`src/rtl/aes_bus_pkg.sv`:
```
// Shared widths and types for the AES-128 bus requester.
// Job layout puts the key in the upper half of the core input.
package aes_bus_pkg;
  localparam int AES_KEY_W    = 128;
  localparam int AES_BLK_W    = 128;
  localparam int AES_BUS_IN_W = 256;

  typedef logic [AES_BLK_W-1:0] aes_blk_t;

  typedef struct packed {
    logic [AES_KEY_W-1:0] key;
    aes_blk_t             state;
  } aes_job_t;
endpackage

```
`src/rtl/sync_fifo.sv`:
```
// Show-ahead synchronous FIFO with occupancy count and flush.
// Head data reads as zero while empty so idle outputs stay quiet.
module sync_fifo #(
  parameter int WIDTH = 8,
  parameter int DEPTH = 8,
  localparam int AW   = $clog2(DEPTH)
) (
  input  logic             clk,
  input  logic             i_rst,
  input  logic             i_flush,
  input  logic             i_push,
  input  logic [WIDTH-1:0] i_din,
  input  logic             i_pop,
  output logic [WIDTH-1:0] o_dout,
  output logic [AW:0]      o_count,
  output logic             o_empty,
  output logic             o_full
);
  logic [WIDTH-1:0] r_mem [DEPTH];
  logic [AW-1:0]    r_wr;
  logic [AW-1:0]    r_rd;
  logic [AW:0]      r_cnt;
  logic             w_push;
  logic             w_pop;

  assign o_empty = (r_cnt == '0);
  assign o_full  = (r_cnt == (AW+1)'(DEPTH));
  assign w_pop   = i_pop && !o_empty;
  assign w_push  = i_push && (!o_full || w_pop);
  assign o_dout  = o_empty ? '0 : r_mem[r_rd];
  assign o_count = r_cnt;

  always_ff @(posedge clk) begin
    if (i_rst || i_flush) begin
      r_wr  <= '0;
      r_rd  <= '0;
      r_cnt <= '0;
    end else begin
      if (w_push) r_wr <= r_wr + 1'b1;
      if (w_pop)  r_rd <= r_rd + 1'b1;
      unique case ({w_push, w_pop})
        2'b10:   r_cnt <= r_cnt + 1'b1;
        2'b01:   r_cnt <= r_cnt - 1'b1;
        default: r_cnt <= r_cnt;
      endcase
    end
  end

  always_ff @(posedge clk) begin
    if (w_push) r_mem[r_wr] <= i_din;
  end
endmodule

```
`src/rtl/aes_bus_requester.sv`:
```
// Bus master for the AES-128 core: credit-limited issue, in-order
// tag matching, buffered results, hang and spurious-output detection.
module aes_bus_requester
  import aes_bus_pkg::*;
#(
  parameter int MAX_OUTSTANDING = 8,
  parameter int TAG_W           = 4,
  parameter int TIMEOUT         = 1000
) (
  input  logic                    clk,
  input  logic                    rst,
  input  logic                    job_valid,
  output logic                    job_ready,
  input  logic [AES_KEY_W-1:0]    job_key,
  input  logic [AES_BLK_W-1:0]    job_state,
  input  logic [TAG_W-1:0]        job_tag,
  output logic [AES_BUS_IN_W-1:0] bus_input,
  output logic                    bus_start,
  input  logic                    bus_ready,
  input  logic [AES_BLK_W-1:0]    bus_output,
  input  logic                    bus_output_valid,
  output logic                    rsp_valid,
  input  logic                    rsp_ready,
  output logic [AES_BLK_W-1:0]    rsp_data,
  output logic [TAG_W-1:0]        rsp_tag,
  output logic                    timeout_err,
  output logic                    spurious_err,
  output logic [15:0]             issued_cnt,
  output logic [15:0]             completed_cnt
);
  localparam int CW   = $clog2(MAX_OUTSTANDING) + 1;
  localparam int WD_W = $clog2(TIMEOUT + 1);
  localparam int RW   = TAG_W + AES_BLK_W;

  aes_job_t        r_job;
  logic            r_start;
  logic [15:0]     r_issued;
  logic [15:0]     r_completed;
  logic            r_timeout;
  logic            r_spurious;
  logic [WD_W-1:0] r_wd;

  logic [CW-1:0]    w_inflight;
  logic [CW-1:0]    w_rsp_cnt;
  logic [CW-1:0]    w_credit;
  logic [TAG_W-1:0] w_tag_head;
  logic [RW-1:0]    w_rsp_dout;
  logic             w_rsp_empty;
  logic             w_accept;
  logic             w_capture;
  logic             w_idle;
  logic             w_wd_clr;
  logic             w_wd_fire;
  logic             w_unused;

  assign w_credit  = CW'(MAX_OUTSTANDING) - (w_inflight + w_rsp_cnt);
  assign w_idle    = (w_inflight == '0);
  assign w_wd_clr  = bus_output_valid || w_idle;
  assign w_wd_fire = !w_wd_clr && (r_wd == WD_W'(TIMEOUT - 1));

  // Block issue in the flush cycle so no tag is lost to the flush.
  assign job_ready = !rst && bus_ready && (w_credit != '0)
                   && !r_timeout && !w_wd_fire;
  assign w_accept  = job_valid && job_ready;
  assign w_capture = bus_output_valid && !w_idle;

  sync_fifo #(.WIDTH(TAG_W), .DEPTH(MAX_OUTSTANDING)) u_tag_fifo (
    .clk     (clk),
    .i_rst   (rst),
    .i_flush (w_wd_fire),
    .i_push  (w_accept),
    .i_din   (job_tag),
    .i_pop   (w_capture),
    .o_dout  (w_tag_head),
    .o_count (w_inflight),
    .o_empty (),
    .o_full  ()
  );

  sync_fifo #(.WIDTH(RW), .DEPTH(MAX_OUTSTANDING)) u_rsp_fifo (
    .clk     (clk),
    .i_rst   (rst),
    .i_flush (1'b0),
    .i_push  (w_capture),
    .i_din   ({w_tag_head, bus_output}),
    .i_pop   (rsp_ready),
    .o_dout  (w_rsp_dout),
    .o_count (w_rsp_cnt),
    .o_empty (w_rsp_empty),
    .o_full  (w_unused)
  );

  always_ff @(posedge clk) begin
    if (rst) begin
      r_job       <= '0;
      r_start     <= 1'b0;
      r_issued    <= '0;
      r_completed <= '0;
      r_timeout   <= 1'b0;
      r_spurious  <= 1'b0;
      r_wd        <= '0;
    end else begin
      r_start <= w_accept;
      if (w_accept) begin
        r_job    <= '{key: job_key, state: job_state};
        r_issued <= r_issued + 16'd1;
      end
      if (w_capture) r_completed <= r_completed + 16'd1;
      if (bus_output_valid && w_idle) r_spurious <= 1'b1;
      if (w_wd_fire) r_timeout <= 1'b1;
      if (w_wd_clr || w_wd_fire) r_wd <= '0;
      else                       r_wd <= r_wd + 1'b1;
    end
  end

  assign bus_input     = r_job;
  assign bus_start     = r_start;
  assign rsp_valid     = !w_rsp_empty;
  assign rsp_data      = w_rsp_dout[AES_BLK_W-1:0];
  assign rsp_tag       = w_rsp_dout[RW-1:AES_BLK_W];
  assign timeout_err   = r_timeout;
  assign spurious_err  = r_spurious;
  assign issued_cnt    = r_issued;
  assign completed_cnt = r_completed;
endmodule
```
`config.mk`:
```
export PLATFORM = sky130hd
export DESIGN_NAME = aes_bus_requester
export DESIGN_NICKNAME = d
export VERILOG_FILES = /design/src/rtl/aes_bus_pkg.sv /design/src/rtl/sync_fifo.sv /design/src/rtl/aes_bus_requester.sv
export SDC_FILE = /design/constraint.sdc
export NUM_CORES = 2
export LEC_CHECK = 0
export ABC_AREA = 1
export CORE_MARGIN = 3
export CORE_UTILIZATION = 48
export CTS_CLUSTER_SIZE = 8
export DETAILED_ROUTE_END_ITERATION = 12
export GPL_ROUTABILITY_DRIVEN = 0
export GPL_TIMING_DRIVEN = 0
export PLACE_DENSITY = 0.72
export SLEW_MARGIN = 20
export SYNTH_ARGS = -nofsm -noshare
export SYNTH_HDL_FRONTEND = slang
export SYNTH_SLANG_ARGS = --single-unit
```
`constraint.sdc`:
```
create_clock -name clk -period 10.9 [get_ports clk]
set_clock_uncertainty 0.05 [all_clocks]
set_input_delay 2.18 -clock clk [delete_from_list [all_inputs] [get_ports clk]]
set_output_delay 2.18 -clock clk [all_outputs]
set_load 0.05 [all_outputs]
```
---- Word-level counts from Yosys, hierarchy flattened ----
Memories as Yosys holds them, arrays and structs flattened. A register that Yosys moved wholly into a read port is not among the register bits.
Cells that the tools add are included.
word-level totals
  memories ................................ 2
  bits in writable memories ............... 1088
  output and inout bits ................... 425
  memory bits (read-only) ................. 0
  flip-flop bits (word level) ............. 321
  bits in latches ......................... 0
memories
  memory            depth  width  read ports  clocked after Yosys merged registers in  write ports  RTL line         RTL
  u_rsp_fifo.r_mem  8      132    1           1                                        1            sync_fifo.sv:19  logic [WIDTH-1:0] r_mem [DEPTH];
  u_tag_fifo.r_mem  8      4      1           1                                        1            sync_fifo.sv:19
operators by class
  divide/modulo/power cells ............... 0
  multipliers ............................. 0
  $lt $le $gt $ge ......................... 0
  multiplexer cells ....................... 12
  eq/ne operators ......................... 7
  reduce and logical (&&, ||, !) cells .... 31
  add/subtract/negate cells ............... 13
  shift-type cells ........................ 0
  bitwise operators ....................... 0
operators by type and width
  kind                                              number
  2-to-1 mux 132 bit                                1
  adder 16 x 1 -> 16 bit, second input constant     2
  one-hot mux 4 bit (2 select lines)                2
  adder 3 x 1 -> 3 bit, second input constant       4
  logical AND 1 bit                                 12
  2-to-1 mux 3 bit                                  4
  adder 10 x 1 -> 10 bit, second input constant     1
  == test 10 bit, second input constant             1
  adder 4 x 1 -> 4 bit, second input constant       2
  == test 4 bit, second input constant              2
  zero test 1 bit                                   8
  zero test 4 bit                                   2
  subtractor 4 x 1 -> 4 bit, second input constant  2
  logical OR 1 bit                                  5
  adder 4 bit                                       1
  == test 2 x 1 -> 1 bit, second input constant     2
  == test 2 bit, second input constant              2
  2-to-1 mux 1 bit                                  4
  2-to-1 mux 4 bit                                  1
  nonzero test 2 bit                                2
  nonzero test 4 bit                                1
  subtractor 4 bit, first input constant            1
  OR reduction 2 bit                                1

---- Longest topological paths before layout ----
  depth after elaboration ................. 10
  mapped depth ............................ 24

---- By module ----
Synthesis repeated with hierarchy kept, for this count alone.
unflattened totals
  cell total of the unflattened synthesis .. 5034
  area total of the unflattened synthesis .. 56978.4 um2
by module, submodules not included
  module                  cells each  seq. area each (um2)  area an instance (um2)  times used
  sync_fifo (u_rsp_fifo)  3075        31970.7               41863.9                 1
  aes_bus_requester       1766        6025.8                13127.6                 1
  sync_fifo (u_tag_fifo)  193         1221.2                1986.9                  1

---- Worst setup path before layout ----
No wires, ideal clock.
  path type ............................... in2reg
  start point ............................. input port bus_output_valid
  end point ............................... memory u_rsp_fifo.r_mem[1][0] in the netlist's numbering, enable pin
  required time ........................... 10.226 ns
  stages on the path ...................... 7
  data arrival time ....................... 8.350 ns
  setup time .............................. 0.624 ns
  slack ................................... 1.875 ns
  cell sequence ........................... nand2_2 -> buf_2 -> a21oi_2 -> inv_1 -> nor2_1 -> inv_1 -> nor2_1
on the way
  word-level cells in the longest chain between the ends .. 4
ends and longest elaborated chain
  element                                 RTL line                 RTL
  start, declared                         aes_bus_requester.sv:21  input logic bus_output_valid,
  logical AND 1 bit                       aes_bus_requester.sv:65  assign w_capture = bus_output_valid && !w_idle;
  logical AND 1 bit                       sync_fifo.sv:29          assign w_push = i_push && (!o_full || w_pop);
  2-to-1 mux 1 bit                        sync_fifo.sv:50          if (w_push) r_mem[r_wr] <= i_din;
  2-to-1 mux 1 bit (implied by the code)  sync_fifo.sv:50
  end, declared                           sync_fifo.sv:19
No other way between the ends.

==> metrics.cfg <==
[status]
outcome=finished, final reports clean

[timing]
hold_viol=0
rsz0062_at_grt=no
period_share=0.669
fin_hold_ws_ns=0.407
relSlewSlack=0.242
worstMarginPinSlew_ns=1.14
post-route-min-period_ns=7.29
setup_tns_ns=0
finalSetupViolCount=0
fmax_mhz=137
slew_viol_final=0

[setup_path]
cp_common_cell=clkbuf_1
cp-start-kind=flip-flop
critPathMaxFanout=10
crit_family=buffers and inverters
end_kind=output port
max_stage_delay_ns=0.90
worst-setup-path-type=reg2out
path_cells=buf_2 > clkbuf_1 > clkbuf_1 > nor2_1 > o22ai_1 > o21ai_0 > a31oi_1 > clkdlybuf4s50_1
crit_required_ns=8.67
crit_slowest_cell=clkdlybuf4s50_1
crit_arrival_ns=5.06
crit_buf_inv=4

[clock_network]
postCtsSetupBuffers=0
cts-hold-fix-buffers=0
cts_max_level=4
clock_path_buffers=3
tritoncts=built
cts_resized=0
cts_root_buf=clkbuf_16
cts_buffers=195
path_clk_slew_ns=0.05
clk_latency_ns=0.80
clock_sinks=1415

[die]
dieArea_mm2=0.117
die_h_um=342
io_pins=819
die_x_um=342
row_count=122
start_util=0.487
core_mm2=0.111

[worst_hold_path]
hp-class=reg2reg

[power_and_ir_drop]
pwr_density_cell_mw_per_mm2=265
finalPower_w=0.0188
irDropWorstVdd_mv=0.260
p_leak_nw=23.7

[finish]
syn2layout_area_growth_pct=31.0
post-route-util=0.638
final_nets=6166
drive_gt1_frac=0.0673

[detailed_routing]
ant_nets=0
routedWlPerCell_um=26.9
drt_iter0_drc=4990
drc_errors=0
vias_per_cell=5.70
drt_wl_total_um=197000
dr.pass1.iters=6
num_vias=41830

[synthesis]
avgSynthCellArea_um2=11.6
netlist_area_mm2=0.0542
synth_edf_count=1088
synth_seq_cells=1415
ys_types=42
synth.yosys.seq_area_share=0.724
async_flop_share=0
syn_nets=5098
postSynthCellCount=4686
ys_warn_count=0
ys.flop_type=edfxtp_1

[global_route]
antenna_found_initial=67
grt_use_total=0.328
grt_max_degree=28
grt_pass1_wl_um=276000
grt_pass1_vias=39970
overflow=0

[placed_design]
port_buffers=817
dp_hpwl_um=140000

[run]
cap_violations=0

-- per-layer routing --
layer	up-vias	track usage	part of all wire
met2	2450	0.518	0.47
met5	-	0	0.0011
met3	490	0.109	0.12
met1	20107	0.387	0.35
li1	18753	-	-
met4	30	0.203	0.068
-- final timing paths --
| path | start | slack (ns) | to | cells after the start |
|---|---|---|---|---|
| worst min register to register | r_wd[0] | 0.41 | r_wd[0] | 1 |
| worst min-delay path | r_wd[0] | 0.41 | r_wd[0] | 1 |
| worst max register to register | u_tag_fifo.o_count[0] | 7.35 | u_tag_fifo.o_count[3] | 21 |
| worst max-delay path | flip-flop | 3.61 | rsp_data[118] | 8 |
-- final cells by class --
cell class	instances	area, um2
Fill cell	8337	40300
Sequential cell	1415	39200
Multi-Input combinational cell	2879	13300
Timing Repair Buffer	871	9400
Clock buffer	238	5070
Tap cell	1488	1860
Buffer	314	1470
Clock inverter	15	320
Inverter	78	295
Antenna cell	39	97.6
-- kinds of logic (layout without fill, tap and decap cells) --
| logic type | Yosys count | count (layout) | synth area share |
|---|---|---|---|
| compound gates | 1289 | 1289 | 0.126 |
| xor+xnor | 16 | 16 | 0.00259 |
| fa+ha+maj | 18 | 18 | 0.00457 |
| buf+inv | 392 | 1516 | 0.0325 |
| flops | 1415 | 1415 | 0.724 |
| other cells | 0 | 39 | 0 |
| simple gates | 1556 | 1556 | 0.111 |
-- synth_stat cells, drive strengths merged, types with 6 or more instances --
master / count / area [um2]
o22ai: 136 / 851
clkbuf: 199 / 747
inv: 77 / 292
nand4: 11 / 68.8
buf: 115 / 718
a31oi: 137 / 857
a21oi: 301 / 1510
nand3: 19 / 100
xor2: 10 / 87.6
dfxtp: 327 / 6550
ha: 15 / 188
edfxtp: 1088 / 32700
o21ai: 709 / 3550
nor2: 883 / 3330
nand2: 619 / 2340
nor3: 15 / 85.1
xnor2: 6 / 52.6
-- state kept, by name, summed over array words and instances, names as in the netlist, named ones only --
name	flops
u_rsp_fifo.r_mem	1056
u_tag_fifo.o_count	4
timeout_err	1
spurious_err	1
u_rsp_fifo.o_count	4
u_rsp_fifo.r_wr	3
u_tag_fifo.r_mem	32
bus_start	1
bus_input	256
r_wd	10
u_rsp_fifo.r_rd	3
u_tag_fifo.r_rd	3
issued_cnt	16
completed_cnt	16
u_tag_fifo.r_wr	3
-- metrics by stage --
step / instances / setup WS (ns) / area (um2)
2_1_floorplan: 4686 / 1.88 / 54200
3_3_place_gp: 6991 / -4.11 / 64200
3_5_place_dp: 7045 / 4.52 / 65500
4_1_cts: 7298 / 3.64 / 70900
5_1_grt: 7323 / 3.55 / 71000
6_report: 7337 / 3.61 / 71000
-- cells in the final DEF, fill, tap and decap left out, types with 35 or more instances in the layout --
master / count
buf_2: 67
clkbuf_1: 236
clkbuf_16: 196
buf_12: 35
diode_2: 39
clkdlybuf4s50_1: 817
a31oi_1: 137
nor2_1: 872
inv_1: 74
dfxtp_1: 327
nand2_1: 615
o21ai_0: 701
edfxtp_1: 1088
o22ai_1: 136
a21oi_1: 300
-- where the power goes --
group	internal [W]	switching, W	total (W)
clock network	0.00323	0.00221	0.00544
logic	0.00197	0.00494	0.00691
registers	0.00633	0.000159	0.00649
(Power assumes the default switching activity.)
